==> src/rtl/user_rom_pkg.sv <==
// Shared types for the user-domain ROM bank: FSM states, response-pipeline stage,
// default OBI request/response structs and the checksum step function.
package user_rom_pkg;

  typedef enum logic [0:0] {SCAN, READY} rom_state_e;

  localparam int unsigned MaxReadLatency = 4;
  localparam int unsigned MaxIdWidth     = 16;

  typedef struct packed {
    int unsigned AddrWidth;
    int unsigned DataWidth;
    int unsigned IdWidth;
  } obi_cfg_t;

  localparam obi_cfg_t ObiDefaultConfig = '{AddrWidth: 32, DataWidth: 32, IdWidth: 4};

  typedef struct packed {
    logic [31:0] addr;
    logic        we;
    logic [3:0]  be;
    logic [31:0] wdata;
    logic [3:0]  aid;
    logic        a_optional;
  } obi_a_chan_t;

  typedef struct packed {
    obi_a_chan_t a;
    logic        req;
  } user_rom_obi_req_t;

  typedef struct packed {
    logic [31:0] rdata;
    logic [3:0]  rid;
    logic        err;
    logic        r_optional;
  } obi_r_chan_t;

  typedef struct packed {
    obi_r_chan_t r;
    logic        gnt;
    logic        rvalid;
  } user_rom_obi_rsp_t;

  typedef struct packed {
    logic                  valid;
    logic [MaxIdWidth-1:0] id;
    logic [31:0]           data;
    logic                  err;
  } rsp_stage_t;

  // Signature step: rotate left by one, then fold in the next word.
  function automatic logic [31:0] rom_sig_step(input logic [31:0] acc, input logic [31:0] word);
    return {acc[30:0], acc[31]} ^ word;
  endfunction

endpackage

==> src/rtl/user_rom_rsp_pipe.sv <==
// Fixed-latency response shift register; stage_o is the response Depth cycles after
// stage_i was captured. No backpressure, so it can never overflow.
module user_rom_rsp_pipe
  import user_rom_pkg::*;
#(
  parameter int unsigned Depth = 1
) (
  input  logic       clk_i,
  input  logic       rst_ni,
  input  rsp_stage_t stage_i,
  output rsp_stage_t stage_o
);

  rsp_stage_t r_stages [Depth];

  always_ff @(posedge clk_i or negedge rst_ni) begin
    if (!rst_ni) begin
      for (int unsigned i = 0; i < Depth; i++) begin
        r_stages[i] <= '0;
      end
    end else begin
      r_stages[0] <= stage_i;
      for (int unsigned i = 1; i < Depth; i++) begin
        r_stages[i] <= r_stages[i-1];
      end
    end
  end

  assign stage_o = r_stages[Depth-1];

endmodule

==> src/rtl/user_rom_bank.sv <==
// Parametrised OBI read-only memory. Define USER_ROM_BANK_CHECKSUM_EN to add the boot-time
// checksum scan and the status word at offset RegionBytes-4.
module user_rom_bank
  import user_rom_pkg::*;
#(
  parameter obi_cfg_t                  ObiCfg      = ObiDefaultConfig,
  parameter type                       obi_req_t   = user_rom_obi_req_t,
  parameter type                       obi_rsp_t   = user_rom_obi_rsp_t,
  parameter int unsigned               NumWords    = 16,
  parameter int unsigned               RegionBytes = 4096,
  parameter int unsigned               ReadLatency = 1,
  parameter logic [NumWords-1:0][31:0] RomData     = '0
) (
  input  logic        clk_i,
  input  logic        rst_ni,
  input  obi_req_t    obi_req_i,
  output obi_rsp_t    obi_rsp_o,
  output logic        scan_done_o,
  output logic [31:0] checksum_o
);

  localparam int unsigned OffW      = $clog2(RegionBytes);
  localparam int unsigned IdxW      = OffW - 2;
  localparam int unsigned IdW       = ObiCfg.IdWidth;
  localparam int unsigned PipeDepth = (ReadLatency < 1) ? 1 :
                                      (ReadLatency > MaxReadLatency) ? MaxReadLatency :
                                      ReadLatency;

  rom_state_e      w_state;
  logic [31:0]     w_checksum;
  logic            w_gnt;
  logic [IdxW-1:0] w_index;
  rsp_stage_t      w_stage_in;
  rsp_stage_t      w_stage_out;
  logic            w_unused;

  // Byte lanes, write data and sub-word address bits never affect a ROM response.
  assign w_unused = ^{obi_req_i.a.addr, obi_req_i.a.be, obi_req_i.a.wdata,
                      obi_req_i.a.a_optional};

`ifdef USER_ROM_BANK_CHECKSUM_EN
  localparam int unsigned     CntW      = (NumWords > 1) ? $clog2(NumWords) : 1;
  localparam logic [IdxW-1:0] StatusIdx = IdxW'(RegionBytes / 4 - 1);

  rom_state_e      r_state, w_state_d;
  logic [CntW-1:0] r_cnt, w_cnt_d;
  logic [31:0]     r_acc, w_acc_d;
  logic [31:0]     w_scan_word;

  always_ff @(posedge clk_i or negedge rst_ni) begin
    if (!rst_ni) begin
      r_state <= SCAN;
      r_cnt   <= '0;
      r_acc   <= '0;
    end else begin
      r_state <= w_state_d;
      r_cnt   <= w_cnt_d;
      r_acc   <= w_acc_d;
    end
  end

  always_comb begin
    w_scan_word = '0;
    for (int unsigned i = 0; i < NumWords; i++) begin
      if (r_cnt == CntW'(i)) w_scan_word = RomData[i];
    end
  end

  always_comb begin
    w_state_d = r_state;
    w_cnt_d   = r_cnt;
    w_acc_d   = r_acc;
    case (r_state)
      SCAN: begin
        w_acc_d = rom_sig_step(r_acc, w_scan_word);
        w_cnt_d = r_cnt + CntW'(1);
        if (r_cnt == CntW'(NumWords - 1)) w_state_d = READY;
      end
      default: w_state_d = READY;
    endcase
  end

  assign w_state    = r_state;
  assign w_checksum = (r_state == READY) ? r_acc : '0;
`else
  assign w_state    = READY;
  assign w_checksum = '0;
`endif

  assign w_gnt   = obi_req_i.req && (w_state == READY);
  assign w_index = obi_req_i.a.addr[OffW-1:2];

  always_comb begin
    w_stage_in = '0;
    if (w_gnt) begin
      w_stage_in.valid = 1'b1;
      w_stage_in.id    = MaxIdWidth'(obi_req_i.a.aid);
      w_stage_in.err   = 1'b1;
      if (!obi_req_i.a.we) begin
        for (int unsigned i = 0; i < NumWords; i++) begin
          if (w_index == IdxW'(i)) begin
            w_stage_in.data = RomData[i];
            w_stage_in.err  = 1'b0;
          end
        end
`ifdef USER_ROM_BANK_CHECKSUM_EN
        if (w_index == StatusIdx) begin
          w_stage_in.data = w_checksum;
          w_stage_in.err  = 1'b0;
        end
`endif
      end
    end
  end

  user_rom_rsp_pipe #(
    .Depth (PipeDepth)
  ) u_rsp_pipe (
    .clk_i   (clk_i),
    .rst_ni  (rst_ni),
    .stage_i (w_stage_in),
    .stage_o (w_stage_out)
  );

  always_comb begin
    obi_rsp_o              = '0;
    obi_rsp_o.gnt          = w_gnt;
    obi_rsp_o.rvalid       = w_stage_out.valid;
    obi_rsp_o.r.rdata      = w_stage_out.data;
    obi_rsp_o.r.err        = w_stage_out.err;
    obi_rsp_o.r.rid        = IdW'(w_stage_out.id);
    obi_rsp_o.r.r_optional = 1'b0;
  end

  assign scan_done_o = (w_state == READY);
  assign checksum_o  = w_checksum;

endmodule

==> config.mk <==
export PLATFORM = sky130hd
export DESIGN_NAME = user_rom_bank
export DESIGN_NICKNAME = d
export VERILOG_FILES = /design/src/rtl/user_rom_pkg.sv /design/src/rtl/user_rom_rsp_pipe.sv /design/src/rtl/user_rom_bank.sv
export SDC_FILE = /design/constraint.sdc
export NUM_CORES = 1
export LEC_CHECK = 0
export ABC_AREA = 1
export CAP_MARGIN = 20
export CORE_MARGIN = 10
export CORE_UTILIZATION = 17
export CTS_CLUSTER_SIZE = 25
export DETAILED_ROUTE_END_ITERATION = 8
export HOLD_SLACK_MARGIN = 0.08
export PLACE_DENSITY = 0.78
export SETUP_SLACK_MARGIN = 0.05
export SYNTH_ARGS = -nofsm -noshare
export SYNTH_HDL_FRONTEND = slang
export SYNTH_SLANG_ARGS = --single-unit
==> constraint.sdc <==
create_clock -name clk_i -period 0.8 [get_ports clk_i]
set_clock_uncertainty 0.2 [all_clocks]
set_input_delay 0.16 -clock clk_i [delete_from_list [all_inputs] [get_ports clk_i]]
set_output_delay 0.16 -clock clk_i [all_outputs]
set_load 0.02 [all_outputs]
==> summary.txt <==
Final layout
  • Fill count: ~450
  • Max reg flops: 6
  • Nets: 192
  • Final Core Density: 0.1949
  • Most frequent cells in the layout: conb_1 (66), buf_6 (9), nand2_1 (6), inv_1 (6), dfrtp_1 (6)
  • Synth-to-layout area growth: 9.154%
  • Most common cell after layout, fill and taps aside: conb_1
  • ANT cells: 0
  • Share of layout cells above drive strength 1: 0.1150
  • Post-route insts no fill: 163

Setup path
  • Crit path DAT: 0.72 ns
  • Critical path's largest stage delay: 0.37 ns
  • Slowest cell on crit path: dfrtp_1
  • Worst Setup End Kind: output port
  • Top delay family on crit path: flip-flops
  • CP bufs+invs: 1
  • Crit start category: flop
  • Crit-path cells: buf_6
  • CP required: 0.44 ns
  • Kind of critical path: reg -> out
  • CP Max Fanout: 1

Routing
  • Routed wire per std cell: 9.939 um
  • DR vias: between 400 and 500
  • DRC viols: 0
  • Avg Vias per Cell: 2.460
  • Initial DRC count: 1
  • Drt pass-1 iters: 2
  • Final WL: between 1500 and 2000 um
  • Antenna-violating nets left: 0

Die
  • Initial core utilization: 0.1785
  • Top Ports: 150
  • Die X: between 80 and 90 um
  • Die Height: 85.28 um
  • # rows: 23
  • Die area: 0.007273 sq mm
  • Core area: 0.004058 sq mm

Pwr
  • Static Leak: 0.0005142 uW
  • Combinational power share: 0.361
  • Reg power frac: 0.272
  • Worst IR Drop VDD: 0.3067 mV
  • PwrDens: between 1500 and 2000 mW/mm^2
  • Clock share of power: 0.367
  • Sw Share: 0.3930
  • Internal: 731.0 uW
  • P_sw: 473.3 uW
  • Pwr Total: 1204 uW

Place
  • Dpl hpwl: roughly 1500 um
  • Number of port buffers: 20
  • Post-place setup slack: -0.8065 ns
  • GPL Wtd Cong: 0.6813
  • Dpl cells: 160

Status
  • Status: finished, violations left
  • Failing checks: negative hold slack, negative setup slack

Worst hold path
  • Hold EP: u_rsp_pipe.stage_o[33]
  • Hold Crit Depth: 3
  • Hold path startpoint: obi_req_i[2]
  • HP Class: in -> reg

Global route
  • Initial antenna violation count: 0
  • GRT Util Overall: 0.03882
  • GRT Residual Overflow: 0
  • Largest net degree at the start of global routing: 7
  • First-pass GRT wire length: between 2000 and 2500 um
  • Number of global-route vias before repair: 483

STA
  • Max-slew violations: 0
  • Tmin final: 1.083 ns
  • Final Hold Vio Count: 11
  • Tcrit/Tclk final: 1.354
  • Final setup viols: 6
  • PnR worst setup slack: -0.2833 ns
  • RSZ-0062 raised after global routing: yes
  • Hold Slack: -0.05603 ns
  • Max Clk Rate: slightly above 900 MHz

Clock tree
  • Root buffer cell: clkbuf_8
  • Inserted Clock Buffers: 3
  • H-tree depth: 1
  • Worst-path clk slew: 0.03 ns
  • CTS Sinks: 6
  • CTS tree: yes
  • Setup Buffers After CTS: 0
  • Worst-case clock buffer depth: 2

Synthesis
  • Synth top area cells: buf_4 (69%), dfrtp_1 (21%), inv_1 (3.1%)
  • Post-synth cell types: 6
  • Post-synthesis register bit count: 6
  • Seq/Total Area, Yosys: 0.2073
  • Avg Inst Size Synth: a little under 8 sq um
  • Post-Synthesis Cells: 92
  • Synth top area share: 0.6943
  • Mapped Area: 724.4 sq um
  • Yosys warning count: 0
  • Dominant cell type by area after synthesis: buf_4

Run
  • Total of max-cap violations: 0
==> Yosys cell counts <==
| master | number |
|---|---|
| buf_4 | 67 |
| dfrtp_1 | 6 |
| conb_1 | 2 |
| nor2_1 | 5 |
| inv_1 | 6 |
| nand2_1 | 6 |
==> area by class of cell <==
cell class | instances | area (sq um) | share of cell area
clock buffer | 3 | 41.29 | 0.05222
sequential | 6 | 150.1 | 0.1899
multi-input combinational | 77 | 289.0 | 0.3655
timing repair buffer | 21 | 225.2 | 0.2848
tap | 50 | 62.56 | 0.07911
inverter | 6 | 22.52 | 0.02848
==> cell families (layout without fill, tap and decap cells) <==
family                 count (synthesis)  count (layout)  share of synthesized area
other                                  2              66                    0.01037
buffers and inverters                 73              30                     0.7254
and+or+nand+nor                       11              11                    0.05700
DFF                                    6               6                     0.2072
==> power by group through the flow <==
stage               Combinational, uW  Sequential (uW)  Clock, uW
finish                            435              328        442
global route                      466              329        482
CTS                               421              328        459
detailed placement                423              329          0
global placement                  420              328          0
floorplan                         538              349          0
==> worst min-delay path, stage by stage <==
cell            delay, ns
dlymetal6s2s_1       0.08
nand2_1              0.05
inv_1                0.04
==> per-layer routing <==
metal	up-vias	GRT usage	share of wire
li1	177	-	-
met1	166	0.03238	0.35
met2	54	0.06199	0.46
met3	4	0.02772	0.16
met4	0	0.03144	0.022
met5	-	0	0
==> stage by stage <==
| step | area (sq um) | TNS, ns |
|---|---|---|
| 2_1_floorplan | 964.7 | 0 |
| 3_3_place_gp | 732.0 | -5.675 |
| 3_5_place_dp | 732.0 | -5.953 |
| 4_1_cts | 784.5 | -1.685 |
| 5_1_grt | 790.8 | -1.770 |
| 6_report | 790.8 | -1.629 |
==> how the worst max path moves through the flow <==
stage	start	to	cells after the start
3_5_place_dp	obi_req_i[0]	obi_rsp_o[1]	2
5_1_grt	u_rsp_pipe.stage_o[34]	obi_rsp_o[5]	1
6_report	u_rsp_pipe.stage_o[34]	obi_rsp_o[5]	1
4_1_cts	u_rsp_pipe.stage_o[34]	obi_rsp_o[5]	1
2_1_floorplan	u_rsp_pipe.stage_o[49]	obi_rsp_o[0]	0
3_3_place_gp	obi_req_i[0]	obi_rsp_o[1]	2
==> what timing repair did <==
action,in CTS,in global routing
setup endpoints to repair,13,11
gates resized for setup,60,6
pin swaps,7,10
hold endpoints to repair,12,11
(Power assumes the default switching activity.)
